==> src/rtl/formal_stream_arbiter_rr_pick.sv <==
// Round-robin picker: the first requesting index at or after ptr, wrapping at n.
// Purely combinational; ptr is always below n, so a single subtract handles the wrap.
module rr_pick #(
  parameter int n  = 2,
  parameter int nw = 1
) (
  input  logic [n-1:0]  req,
  input  logic [nw-1:0] ptr,
  output logic          any,
  output logic [nw-1:0] idx
);

  function automatic logic [nw-1:0] wrap_add(input logic [nw-1:0] base, input int off);
    int sum;
    sum = int'(base) + off;
    if (sum >= n) sum = sum - n;
    return sum[nw-1:0];
  endfunction

  // Scan from the farthest offset down so the nearest requester wins.
  always_comb begin
    any = |req;
    idx = '0;
    for (int k = n - 1; k >= 0; k--) begin
      if (req[wrap_add(ptr, k)]) idx = wrap_add(ptr, k);
    end
  end

endmodule

==> src/rtl/formal_stream_arbiter.sv <==
// Packet-locked round-robin arbiter merging n valid/ready streams into one
// registered output; the grant is held from a packet's first beat to its last.
module formal_stream_arbiter #(
  parameter int n  = 2,
  parameter int dw = 32,
  localparam int nw = (n > 1) ? $clog2(n) : 1
) (
  input  logic            clk,
  input  logic            resetn,
  input  logic [n-1:0]    s_valid,
  output logic [n-1:0]    s_ready,
  input  logic [n*dw-1:0] s_data,
  input  logic [n-1:0]    s_last,
  output logic            m_valid,
  input  logic            m_ready,
  output logic [dw-1:0]   m_data,
  output logic            m_last,
  output logic [nw-1:0]   m_sel
);

  localparam logic STATE_IDLE = 1'b0;
  localparam logic STATE_BUSY = 1'b1;
  localparam logic [nw-1:0] LAST_IDX = nw'(n - 1);

  logic            state_q, state_d;
  logic [nw-1:0]   rr_ptr_q, rr_ptr_d;
  logic [nw-1:0]   grant_q, grant_d;
  logic            m_valid_q, m_valid_d;
  logic [dw-1:0]   m_data_q, m_data_d;
  logic            m_last_q, m_last_d;
  logic [nw-1:0]   m_sel_q, m_sel_d;

  logic            pick_any;
  logic [nw-1:0]   pick_idx;
  logic            accept;
  logic [dw-1:0]   granted_data;

  rr_pick #(.n(n), .nw(nw)) u_pick (
    .req (s_valid),
    .ptr (rr_ptr_q),
    .any (pick_any),
    .idx (pick_idx)
  );

  assign granted_data = s_data[int'(grant_q)*dw +: dw];
  assign accept       = (state_q == STATE_BUSY) && s_valid[grant_q] && s_ready[grant_q];

  always_ff @(posedge clk) begin
    if (!resetn) begin
      state_q   <= STATE_IDLE;
      rr_ptr_q  <= '0;
      grant_q   <= '0;
      m_valid_q <= 1'b0;
      m_data_q  <= '0;
      m_last_q  <= 1'b0;
      m_sel_q   <= '0;
    end else begin
      state_q   <= state_d;
      rr_ptr_q  <= rr_ptr_d;
      grant_q   <= grant_d;
      m_valid_q <= m_valid_d;
      m_data_q  <= m_data_d;
      m_last_q  <= m_last_d;
      m_sel_q   <= m_sel_d;
    end
  end

  // Wrap is an explicit compare so non-power-of-two n never yields an out-of-range pointer.
  always_comb begin
    state_d  = state_q;
    grant_d  = grant_q;
    rr_ptr_d = rr_ptr_q;
    case (state_q)
      STATE_IDLE: begin
        if (pick_any) begin
          grant_d = pick_idx;
          state_d = STATE_BUSY;
        end
      end
      default: begin
        if (accept && s_last[grant_q]) begin
          state_d  = STATE_IDLE;
          rr_ptr_d = (grant_q == LAST_IDX) ? '0 : grant_q + nw'(1);
        end
      end
    endcase
  end

  always_comb begin
    s_ready = '0;
    if (state_q == STATE_BUSY) s_ready[grant_q] = !m_valid_q || m_ready;
  end

  // Load and drain may coincide, giving one beat per cycle inside a packet.
  always_comb begin
    m_valid_d = m_valid_q;
    m_data_d  = m_data_q;
    m_last_d  = m_last_q;
    m_sel_d   = m_sel_q;
    if (accept) begin
      m_valid_d = 1'b1;
      m_data_d  = granted_data;
      m_last_d  = s_last[grant_q];
      m_sel_d   = grant_q;
    end else if (m_valid_q && m_ready) begin
      m_valid_d = 1'b0;
    end
  end

  assign m_valid = m_valid_q;
  assign m_data  = m_data_q;
  assign m_last  = m_last_q;
  assign m_sel   = m_sel_q;

endmodule

==> config.mk <==
export PLATFORM = sky130hd
export DESIGN_NAME = formal_stream_arbiter
export DESIGN_NICKNAME = d
export VERILOG_FILES = /design/src/rtl/formal_stream_arbiter_rr_pick.sv /design/src/rtl/formal_stream_arbiter.sv
export SDC_FILE = /design/constraint.sdc
export NUM_CORES = 1
export LEC_CHECK = 0
export BUFFER_PORTS_ARGS = -buffer_cell sky130_fd_sc_hd__buf_2
export CORE_ASPECT_RATIO = 0.9
export CORE_UTILIZATION = 30
export DETAILED_ROUTE_END_ITERATION = 8
export PLACE_DENSITY_LB_ADDON = 0.2
export RECOVER_POWER = 50
export SYNTH_ARGS = -nofsm -noshare
export SYNTH_HDL_FRONTEND = slang
export SYNTH_SLANG_ARGS = --single-unit
==> constraint.sdc <==
create_clock -name clk -period 2.45 [get_ports clk]
set_clock_uncertainty 0.1 [all_clocks]
set_input_delay 0.49 -clock clk [delete_from_list [all_inputs] [get_ports clk]]
set_output_delay 0.49 -clock clk [all_outputs]
set_load 0.05 [all_outputs]
==> flow_summary.toml <==
[finish]
final_cell_mix = "72 x buf_2, 37 x dfxtp_1, 35 x clkbuf_1"
finish.instance_area_um2 = 2500
ff_latch_area_um2 = 762
diodes = 0
nNetsFinal = 349
area_delta_synth_final_pct = 31.0
multi_input_area_um2 = 1010
final_layout_size_suffix_gt1_frac = 0.320
utilization = 0.407
fillers = 657
layout_commonest_cell = "buf_2"

[power]
power_leakage_uw = 0.00133
irDropWorstVdd_uv = 238
pwr_density_cell_nw_per_um2 = 624

[route]
drt_iter0_drc = 75
routedWlPerCell_um = 13.8
vias_per_cell = 4.96
dr.pass1.iters = 4
routed_wl_mm = 5.04
drc = 0
postRouteAntennaNets = 0
vias = 1811

[cts]
hold_buffers = 0
cts_root_buf = "clkbuf_8"
h-tree-depth = 2
ctsResizeCount = 0
cts_tree = "built"
numCtsBuffers = 5
clock_path_buffers = 2
insertion_delay_ns = 0.29
path_clk_slew_ns = 0.07
clock_sinks = 38
cts_setup_buffers = 0

[sta]
clock.fmax_mhz = 474
rsz0062_at_grt = "no"
hold_slack_ns = 0.381
setup_violations = 0
drv_slew = 0
fin_crit_sh = 0.860
worstMarginPinSlew_ns = 0.693
final.min_clock_period_ns = 2.11
setup_tns_ns = 0
finalHoldViolCount = 0
relSlewSlack = 0.538

[place]
gp_congestion = 0.676
place_area_um2 = 2470
dp_hpwl_mm = 3.47
port_buffers = 107

[global_route]
grt_pass1_vias = 1729
grt_pass1_wl_mm = 8.34
overflow = 0
grt_max_degree = 40
grt_util_all_layers = 0.158
antenna_found_initial = 0

[setup_path]
path_buf_inv = 1
startpoint_type = "register"
path_delay_family = "multiplexers"
critPathArrivalTime_ns = 2.19
crit_fanout = 21
path_class = "register to register"
worstPathRequired_ns = 2.53
crit_chain = "mux2_1, buf_4, nand4_1, a32o_1"
worstSetupStartpoint = "grant_q"
cpPeakStageDelay_ns = 0.64
critPathCaptureType = "register"
crit_path_top_delay_cell = "mux2_1"
reg2reg_from = "grant_q"

[floorplan]
core_area_um2 = 6150
start_util = 0.311
die_area_um2 = 6690
die_h_um = 77.7
pin_count = 108
row_count = 27
fp.dieW_um = 86.1

[logic_synthesis]
synth_cell_type_count = 27
synth_nets = 254
syn_area_um2 = 1910
yosysSeqAreaShare = 0.398
synth.avg_cell_area_um2 = 10.4
synth-seq-cells = 38
syn_inst = 183
ys.warnings.count = 0

[status]
status = "finished, final reports clean"

[min_path]
min_from = "s_valid[1]"
hp-class = "primary input to register"

[run]
drv_cap = 0
worst paths after layout:
kind | endpoint | slack [ns] | cells past startpoint
worst max-delay path | rr_ptr_q | 0.34 | 4
worst min-delay path | state_q | 0.38 | 2
worst max register to register | rr_ptr_q | 0.34 | 4
worst min register to register | m_data[12] | 0.40 | 1
report_power, final:
part / switching, uW / total, uW / internal, uW
registers: 31.5 / 701 / 669
clock network: 209 / 400 / 191
logic: 316 / 463 / 147
total: 557 / 1560 / 1010
synthesized netlist by cell type (all sizes together):
| library cell | number | share of area |
|---|---|---|
| a21boi | 2 | 0.0079 |
| a311oi | 1 | 0.0046 |
| a31oi | 1 | 0.0033 |
| a32o | 1 | 0.0052 |
| and3 | 2 | 0.0092 |
| and3b | 1 | 0.0046 |
| buf | 8 | 0.035 |
| clkbuf | 17 | 0.033 |
| dfxtp | 38 | 0.40 |
| inv | 2 | 0.0039 |
| mux2 | 2 | 0.014 |
| mux2i | 32 | 0.17 |
| nand2 | 1 | 0.0020 |
| nand2b | 1 | 0.0033 |
| nand3 | 1 | 0.0026 |
| nand4 | 33 | 0.11 |
| nor2 | 2 | 0.0039 |
| o211a | 33 | 0.17 |
| o211ai | 1 | 0.0039 |
| o21ai | 2 | 0.0052 |
| o311a | 1 | 0.0052 |
| or4bb | 1 | 0.0059 |
cell families after synthesis:
family | count (synthesis) | share of synthesized area
AOI/OAI and AO/OA | 42 | 0.208
and+or+nand+nor | 42 | 0.139
DFF | 38 | 0.398
muxes | 34 | 0.181
buffers and inverters | 27 | 0.0727
flip-flops by register name (all words and copies together), names as in the netlist:
register	count
m_data	32
grant_q	1
m_last	1
rr_ptr_q	1
state_q	1
m_valid	1
m_sel	1
layer usage:
layer  track usage  share of wire  vias to the layer above
met5             0              0                        -
met4        0.0450          0.013                        0
met3        0.0457          0.064                        6
met2         0.252           0.46                       64
met1         0.205           0.47                      830
li1              -              -                      911
per-stage QoR:
step | cells | setup WS, ns | power [uW]
2_1_floorplan | 183 | 0.101 | 1060
3_3_place_gp | 358 | 0.505 | 1190
3_5_place_dp | 358 | 0.478 | 1200
4_1_cts | 365 | 0.324 | 1610
5_1_grt | 365 | 0.205 | 1660
6_report | 365 | 0.342 | 1560
worst reg2reg max path: stages, from the launching register on:
cell and delay, ns:
dfxtp_2 0.49, mux2_1 0.64, buf_4 0.34, nand4_1 0.15, a32o_1 0.29
area by class of cell:
class,instances,share of cell area
Multi-Input combinational cell,118,0.403
Clock inverter,2,0.00400
Clock buffer,5,0.0275
Tap cell,87,0.0435
Timing Repair Buffer,113,0.214
Sequential cell,38,0.304
Inverter,2,0.00300
Note: power is estimated with default switching activity, not from simulation.
